`config.mk`:
```
export PLATFORM = sky130hd
export DESIGN_NAME = regfile_wport_arbiter
export DESIGN_NICKNAME = d
export VERILOG_FILES = /design/src/rtl/regfile_wport_arbiter.sv
export SDC_FILE = /design/constraint.sdc
export NUM_CORES = 1
export LEC_CHECK = 0
export ABC_AREA = 1
export ABC_CLOCK_PERIOD_IN_PS = 2600
export CAP_MARGIN = 20
export CELL_PAD_IN_SITES_DETAIL_PLACEMENT = 1
export CELL_PAD_IN_SITES_GLOBAL_PLACEMENT = 2
export CORE_MARGIN = 8
export CORE_UTILIZATION = 26
export CTS_BUF_LIST = sky130_fd_sc_hd__clkbuf_4 sky130_fd_sc_hd__clkbuf_8
export CTS_CLUSTER_SIZE = 16
export DETAILED_ROUTE_END_ITERATION = 16
export PLACE_DENSITY_LB_ADDON = 0.1
export SYNTH_ARGS = -nofsm -noshare
export SYNTH_HDL_FRONTEND = slang
export SYNTH_SLANG_ARGS = --single-unit
```
`constraint.sdc`:
```
create_clock -name clk -period 2.6 [get_ports clk]
set_input_delay 0.26 -clock clk [delete_from_list [all_inputs] [get_ports clk]]
set_output_delay 0.26 -clock clk [all_outputs]
set_load 0.02 [all_outputs]
```
`src/rtl/regfile_wport_arbiter.sv`:
```
// Register-file write-port arbiter: the writeback stage has priority, long-latency results
// queue in a small FIFO, and a starvation timer forces a pipeline stall so the FIFO drains.
module regfile_wport_arbiter #(
  parameter int DEPTH    = 2,
  parameter int MAX_WAIT = 4
) (
  input  logic                         clk,
  input  logic                         rst,
  input  logic                         wb_enable,
  input  logic [4:0]                   wb_addr,
  input  logic [31:0]                  wb_data,
  input  logic                         lu_valid,
  output logic                         lu_ready,
  input  logic [4:0]                   lu_addr,
  input  logic [31:0]                  lu_data,
  output logic                         pipe_stall,
  output logic                         rf_we,
  output logic [4:0]                   rf_waddr,
  output logic [31:0]                  rf_wdata,
  output logic [$clog2(DEPTH+1)-1:0]   fifo_count
);

  localparam int CNT_W  = $clog2(DEPTH + 1);
  localparam int PTR_W  = (DEPTH > 1) ? $clog2(DEPTH) : 1;
  localparam int WAIT_W = (MAX_WAIT > 1) ? $clog2(MAX_WAIT) : 1;

  typedef enum logic {IDLE, DRAIN} state_t;

  state_t              state_q, state_d;
  logic [CNT_W-1:0]    count_q, count_d;
  logic [PTR_W-1:0]    rd_ptr, wr_ptr;
  logic [WAIT_W-1:0]   wait_q, wait_d;
  logic [4:0]          mem_addr [DEPTH];
  logic [31:0]         mem_data [DEPTH];

  logic full, empty, wb_live, push, pop, blocked;

  assign fifo_count = count_q;

  always_comb begin
    full     = (count_q == CNT_W'(DEPTH));
    empty    = (count_q == '0);
    wb_live  = wb_enable && (wb_addr != '0);
    lu_ready = !rst && !full;
    // Handshakes to x0 complete but are never enqueued.
    push     = lu_valid && lu_ready && (lu_addr != '0);

    pop      = 1'b0;
    blocked  = 1'b0;
    rf_we    = 1'b0;
    rf_waddr = '0;
    rf_wdata = '0;
    if (!rst) begin
      if (state_q == IDLE && wb_live) begin
        rf_we    = 1'b1;
        rf_waddr = wb_addr;
        rf_wdata = wb_data;
        blocked  = !empty;
      end else if (!empty) begin
        rf_we    = 1'b1;
        rf_waddr = mem_addr[rd_ptr];
        rf_wdata = mem_data[rd_ptr];
        pop      = 1'b1;
      end
    end
    pipe_stall = !rst && (state_q == DRAIN);

    case ({push, pop})
      2'b10:   count_d = count_q + CNT_W'(1);
      2'b01:   count_d = count_q - CNT_W'(1);
      default: count_d = count_q;
    endcase

    state_d = state_q;
    wait_d  = '0;
    case (state_q)
      IDLE: begin
        if (blocked) begin
          if (wait_q == WAIT_W'(MAX_WAIT - 1)) state_d = DRAIN;
          else                                 wait_d  = wait_q + WAIT_W'(1);
        end
      end
      DRAIN: begin
        if (count_d == '0) state_d = IDLE;
      end
      default: state_d = IDLE;
    endcase
  end

  always_ff @(posedge clk) begin
    if (rst) begin
      state_q <= IDLE;
      count_q <= '0;
      wait_q  <= '0;
      rd_ptr  <= '0;
      wr_ptr  <= '0;
    end else begin
      state_q <= state_d;
      count_q <= count_d;
      wait_q  <= wait_d;
      if (push) wr_ptr <= (wr_ptr == PTR_W'(DEPTH - 1)) ? '0 : wr_ptr + PTR_W'(1);
      if (pop)  rd_ptr <= (rd_ptr == PTR_W'(DEPTH - 1)) ? '0 : rd_ptr + PTR_W'(1);
    end
  end

  always_ff @(posedge clk) begin
    if (push) begin
      mem_addr[wr_ptr] <= lu_addr;
      mem_data[wr_ptr] <= lu_data;
    end
  end

endmodule

```
# Word-level counts from Yosys, hierarchy flattened
# Memories as Yosys holds them, arrays and structs flattened. A register that Yosys moved wholly into a read port is not among the register bits.
# Cells that the tools add are included.
# op_classes
shifts,0
bitwise,2
addsub,5
n_reduce_logical,14
order_cmp,0
mux,26
mul,0
n_eq_ne,4
n_div,0
# op_table
operator,count
2-to-1 mux 32 bit,3
2-to-1 mux 1 bit,18
2-to-1 mux 5 bit,3
nonzero test 5 bit,2
"== test 2 bit, second input constant",3
logical AND 1 bit,6
"adder 2 x 1 -> 2 bit, second input constant",2
zero test 2 bit,2
one-hot mux 2 bit (2 select lines),1
OR reduction 4 bit,1
zero test 1 bit,3
"adder 1 bit, second input constant",2
"== test 2 x 1 -> 1 bit, second input constant",1
inverter 1 bit,2
one-hot mux 1 bit (2 select lines),1
"subtractor 2 x 1 -> 2 bit, second input constant",1
# totals
memories,2
word_cells,58
mem_bits_ro,0
latchBits,0
in_bits,78
reg_bits,7
ramBits,74
out_inout_bits,42
# mem_list
memory,depth,word_bits,read_ports,rd_ports_with_merged_regs,wr,line_no,source
mem_data,2,32,1,1,1,34,logic [31:0] mem_data [DEPTH];
mem_addr,2,5,1,1,1,33,logic [4:0] mem_addr [DEPTH];

# Depth between registers and ports, before layout
# depth
word_depth,10
depth_mapped,14
ltp_nobuf,13

# Worst setup path after synthesis
# OpenSTA, ideal clock, no wires.
# synth_path
path_type,register to register
from,register count_q[0] (netlist: fifo_count[0])
to,"memory mem_addr[0][0], enable pin"
path_buffers,0
synth_period_minus_slack_ps,2901
path_slack_ps,-301
setup_time_ps,431
t_arrival_ps,2470
stages_incl_launch_ff,7
required_time_ps,2169
cell_sequence,dfxtp_1 > inv_1 > nand2_1 > nand2_1 > nor2_2 > nand2_1 > nor2_1
# synth_between
elab_chain_len,7
# synth_lines
element,line_no,source
from (decl),30,"logic [CNT_W-1:0] count_q, count_d;"
from (signal assigned),99,count_q <= count_d;
== test 2 bit,41,full = (count_q == CNT_W'(DEPTH));
zero test 1 bit,44,lu_ready = !rst && !full;
logical AND 1 bit,44,
logical AND 1 bit (2 in series),46,push = lu_valid && lu_ready && (lu_addr != '0);
2-to-1 mux 1 bit,107,if (push) begin
2-to-1 mux 1 bit (implied by the code),108,mem_addr[wr_ptr] <= lu_addr;
to (decl),33,
# No other way between the ends.

# Final worst setup path
# layout_path
from,input port wb_addr[2]
to,output port rf_wdata[10]
# layout_between
elab_chain_len,5
# layout_lines
element,line_no,source
from (decl),10,"input logic [4:0] wb_addr,"
nonzero test 5 bit,43,wb_live = wb_enable && (wb_addr != '0);
logical AND 1 bit,43,
logical AND 1 bit,54,if (state_q == IDLE && wb_live) begin
2-to-1 mux 32 bit,54,
2-to-1 mux 32 bit,53,if (!rst) begin
to (decl),19,"output logic [31:0] rf_wdata,"
# No other way between the ends.

==> summary.md <==
| Metric | Value |
|---|---|
| Part of the total power dissipated in sequential elements | 50.3% |
| Maximum clock rate | 0.408 GHz |
| Cell mode on critical path | sky130_fd_sc_hd__clkdlybuf4s50_1 |
| Core Util, Final | 37.5% |
| Leading cell types by total area after synthesis | sky130_fd_sc_hd__edfxtp_1, sky130_fd_sc_hd__nand2_1, sky130_fd_sc_hd__a21oi_1, sky130_fd_sc_hd__nand3_1, sky130_fd_sc_hd__dfxtp_1 |
| Startpoint of the worst setup timing path | wb_addr[2] |
| Share of power burned in combinational logic | 22.8% |
| Synth Area in Adders | 0.658% |
| Critical-path maximum fanout | 22 |
| Reported leakage power | between 2 and 2.5 nW |
| Launching element type of the critical path | input pin |
| Inserted Diodes | 0 |
| Vias in the first global route | 3431 |
| Number of cells in the finished layout apart from fillers | roughly 700 |
| Maximum single-stage delay on the critical path | around 0.6 ns |
| Final wirelength | 12100 um |
| Buffers added on ports | 119 |
| Reg-to-reg critical path endpoint | state_q |
| Worst setup EP type | output pin |
| Total via count after detailed routing | 3139 |
| Portion of the post-synthesis area used by sequential elements | between 60% and 70% |
| Clock-pin slew on the worst setup and hold paths | 0.07 ns |
| Start point of the worst min-delay path | wait_q[0] |
| Minimum clock period | 2.45 ns |
| Min Hold Slack | ~0.42 ns |
| Bufs on Longest Clock Path | 2 |
| Number of top-level pins | 120 |
| Vertical die dimension | between 100 and 150 um |
| Drt initial violations | ~110 |
| Number of antenna violations at the first check in global routing | 0 |
| Average footprint of a synthesized cell | 9.83 um2 |
| Hold Crit Depth | 1 |
| Share of the synthesized netlist area taken by xor and xnor gates | less than 1% |
| Kind of cell with the highest combined delay on the critical path | buffers and inverters |
| Number of library cell types mapped by synthesis | 20 |
| Total die area | 18800 um2 |
| Cell area after synthesis | 3800 um2 |
| Num CTS Buffers | 9 |
| Synthesized-area fraction occupied by ao, oa, aoi and oai cells | about 5.4% |
| Crit path max-delay cell type | sky130_fd_sc_hd__clkdlybuf4s50_1 |
| Number of failing setup endpoints in the final timing report | 0 |
| Starting density of the core | 26.4% |
| Summed negative setup slack over all endpoints | 0 ns |
| Estimated wirelength of the detail-placed design | 8270 um |
| Simple logic cell fraction of the synthesized area | 25.0% |
| Commonest cells post-synth | sky130_fd_sc_hd__nand2_1, sky130_fd_sc_hd__edfxtp_1, sky130_fd_sc_hd__a21oi_1, sky130_fd_sc_hd__nand3_1, sky130_fd_sc_hd__inv_1 |
| Post-synthesis mux area share | 0% |
| Global-route wire length before repair | 18300 um |
| Number of flops mapped to enable cells by yosys | 74 |
| Period Utilization, post-route | 94.2% |
| Req. time, crit path | 2.34 ns |
| Antenna violation net count after detailed routing | 0 |
| Net Sw Frac | 28.6% |
| GRT Util Overall | 12.8% |
| Endpoint with the worst hold slack | wait_q[0] |
| Post-synthesis net count | about 470 |
| Cell accounting for the most synthesized area | sky130_fd_sc_hd__edfxtp_1 |
| Wire per inst | 17.1 um |
| Min-Delay Path Class | register to register |
| Maximum vdd ir drop | roughly 0.2 mV |
| Yosys top cell area share | 58.4% |
| Max-capacitance violation count | 0 |
| Count of mapped cells out of synthesis | just under 400 |
| Placer congestion estimate | 0.723 |
| Data arrival at the endpoint of the critical path | 2.19 ns |
| Length in cells of the worst reg-to-reg path | 12 |
| Clock skew | 0.00800 ns |
| Result of the run | finished, final reports clean |
| Synthesis-stage register bit count | ~80 |
| Yosys synthesis warning count | 0 |
| Post-route DRC | 0 |
| Fill count | 1667 |
| Top-count cell post-synth | sky130_fd_sc_hd__nand2_1 |
| Floorplan core area | 14400 um2 |
| Clock network fraction of design power | 27.0% |
| Setup repair after global routing missed its margin | false |
| Worst Path Buf+Inv | 3 |
| Sinks on Clock Net | ~80 |
| Maximum number of pins on one net before global-route repair | 37 |
| Fraction of synthesis flops using an asynchronous set or reset pin | 0% |
| CP Class | input pin to output pin |
| Combined area of the multi-input logic cells | 1210 um2 |
| Share of layout cells above drive strength 1 | under 10% |
| Cell-by-cell listing of the critical path | clkdlybuf4s50_1 -> nor2_2 -> nand3_2 -> nand2_4 -> buf_12 -> nand3_1 -> nand2_1 -> clkdlybuf4s50_1 |
| Power Density | 559 nW/um2 |
| Count of hold-fix buffers inserted at cts | 0 |
| Remaining global-route overflow | 0 |
| Largest family of logic cells by synthesized area | simple AND/OR/NAND/NOR gates |
| DIE WIDTH | 137 um |
| H-tree depth reported by CTS | 3 |
| Slew margin rel. | ~63% |
| Cell row count | between 40 and 50 |
| Final Hold Fails | 0 |
| Measured slew at the worst slew-check pin | about 0.56 ns |
| CTS root buffer | sky130_fd_sc_hd__clkbuf_8 |
| Final Max Tran Viols | 0 |
| Storage cell area | around 2400 um2 |
| Clock latency on the worst-skew pair | 0.35 ns |
| Pre-Repair DR Iteration Count | 4 |
| Total instance count after detailed placement | 681 |
| Layout overhead on the synthesized area | 42.2% |
| Worst reg2reg path startpoint | state_q |
| Setup slack of the most critical reg-to-reg path | ~0.7 ns |
| Cell internal power dissipation | about 0.0022 W |
| Net Switching | roughly 0.00086 W |
| Cell area after layout | 5410 um2 |
| TritonCTS clock tree | built |
| Placed standard-cell area | 5190 um2 |
| Top flip-flop cell by instance count after synthesis | sky130_fd_sc_hd__edfxtp_1 |
| Detail-routed via count per cell | between 4 and 5 |
| Net total in the final layout | 595 |
-- worst max path at each step --
stage | to | cells after the start
after floorplan | mem_addr[0][0] | 6
after global placement | rf_wdata[26] | 8
after detailed placement | rf_wdata[12] | 8
after CTS | rf_waddr[1] | 8
after global routing | rf_wdata[0] | 8
final | rf_wdata[10] | 8
-- cell usage in the layout (no fill, tap or decap) --
master and count:
sky130_fd_sc_hd__a21oi_1 41, sky130_fd_sc_hd__clkinv_1 1, sky130_fd_sc_hd__inv_1 12, sky130_fd_sc_hd__clkinv_4 2, sky130_fd_sc_hd__nand2_1 160, sky130_fd_sc_hd__inv_2 4, sky130_fd_sc_hd__ha_1 2, sky130_fd_sc_hd__dfxtp_1 7
sky130_fd_sc_hd__nand2_4 1, sky130_fd_sc_hd__buf_12 4, sky130_fd_sc_hd__xor2_1 1, sky130_fd_sc_hd__clkinv_2 2, sky130_fd_sc_hd__nor2_2 3, sky130_fd_sc_hd__nor2_8 1, sky130_fd_sc_hd__nand3b_1 2, sky130_fd_sc_hd__nor2_4 3
sky130_fd_sc_hd__dlygate4sd2_1 17, sky130_fd_sc_hd__nand3_2 2, sky130_fd_sc_hd__edfxtp_1 74, sky130_fd_sc_hd__buf_2 1, sky130_fd_sc_hd__nor2_1 10, sky130_fd_sc_hd__dfxtp_2 1, sky130_fd_sc_hd__nand3_1 41, sky130_fd_sc_hd__nand4_1 1
sky130_fd_sc_hd__clkbuf_8 9, sky130_fd_sc_hd__clkdlybuf4s50_1 101, sky130_fd_sc_hd__buf_4 15, sky130_fd_sc_hd__clkbuf_4 2
-- final cells by class --
type | count | area share, %
clock buffers | 11 | 2.57
clock inverters | 5 | 0.578
inverters | 16 | 1.11
multi-input cells | 268 | 22.3
flip-flops and latches | 82 | 44.1
well taps | 184 | 4.26
repair buffers | 138 | 25.1
-- power groups by stage --
stage	clock network, W	registers, W	logic [W]
2_1_floorplan	0	0.00155	0.000360
3_3_place_gp	0	0.00155	0.000695
3_5_place_dp	0	0.00155	0.000706
4_1_cts	0.000858	0.00152	0.000694
5_1_grt	0.000925	0.00153	0.000762
6_report	0.000815	0.00152	0.000689
-- sequential cells by signal (all words and copies together) (netlist names), named ones only --
name,cells
fifo_count,2
mem_addr,10
mem_data,64
rd_ptr,1
state_q,1
wait_q,2
wr_ptr,1
-- metal layers --
metal | track usage (%) | up-vias | wire [um]
met5 | 0 | - | 0
met4 | 3.44 | 0 | 102
met3 | 3.60 | 8 | 664
met2 | 22.6 | 74 | 6190
met1 | 14.7 | 1502 | 5110
li1 | - | 1555 | -
-- worst register-to-register path: stages, from the launching register on --
cell and delay (ns):
sky130_fd_sc_hd__dfxtp_1 0.35, sky130_fd_sc_hd__nor2_4 0.17, sky130_fd_sc_hd__nand2_4 0.15, sky130_fd_sc_hd__buf_12 0.19
sky130_fd_sc_hd__nand2_1 0.11, sky130_fd_sc_hd__nor2_1 0.06, sky130_fd_sc_hd__ha_1 0.33, sky130_fd_sc_hd__inv_1 0.08
sky130_fd_sc_hd__nand3_1 0.08, sky130_fd_sc_hd__nand2_1 0.08, sky130_fd_sc_hd__nand3_1 0.09, sky130_fd_sc_hd__nand2_1 0.08
sky130_fd_sc_hd__nand2_1 0.04
-- kinds of logic after synthesis --
| logic type | after synthesis |
|---|---|
| AOI/OAI and AO/OA | 41 |
| buffers and inverters | 38 |
| adders and majority gates | 2 |
| and+or+nand+nor | 223 |
| xor gates and xnor gates | 1 |
| DFF | 82 |
-- stage by stage --
stage               setup WS (ns)  power [W]
finish                      0.152    0.00302
global route               0.0191    0.00321
CTS                      0.000117    0.00307
detailed placement        -0.0379    0.00226
global placement           0.0190    0.00224
floorplan                   0.309    0.00191
-- repair_timing --
item / CTS / global route
buffers inserted: 0 / 6
pin swaps: 0 / 2
gates resized for setup: 17 / 0
gates cloned: 0 / 1
endpoints found under the hold margin: 0 / 0
setup endpoints to repair: 17 / 19
Note: power is estimated with default switching activity, not from simulation.
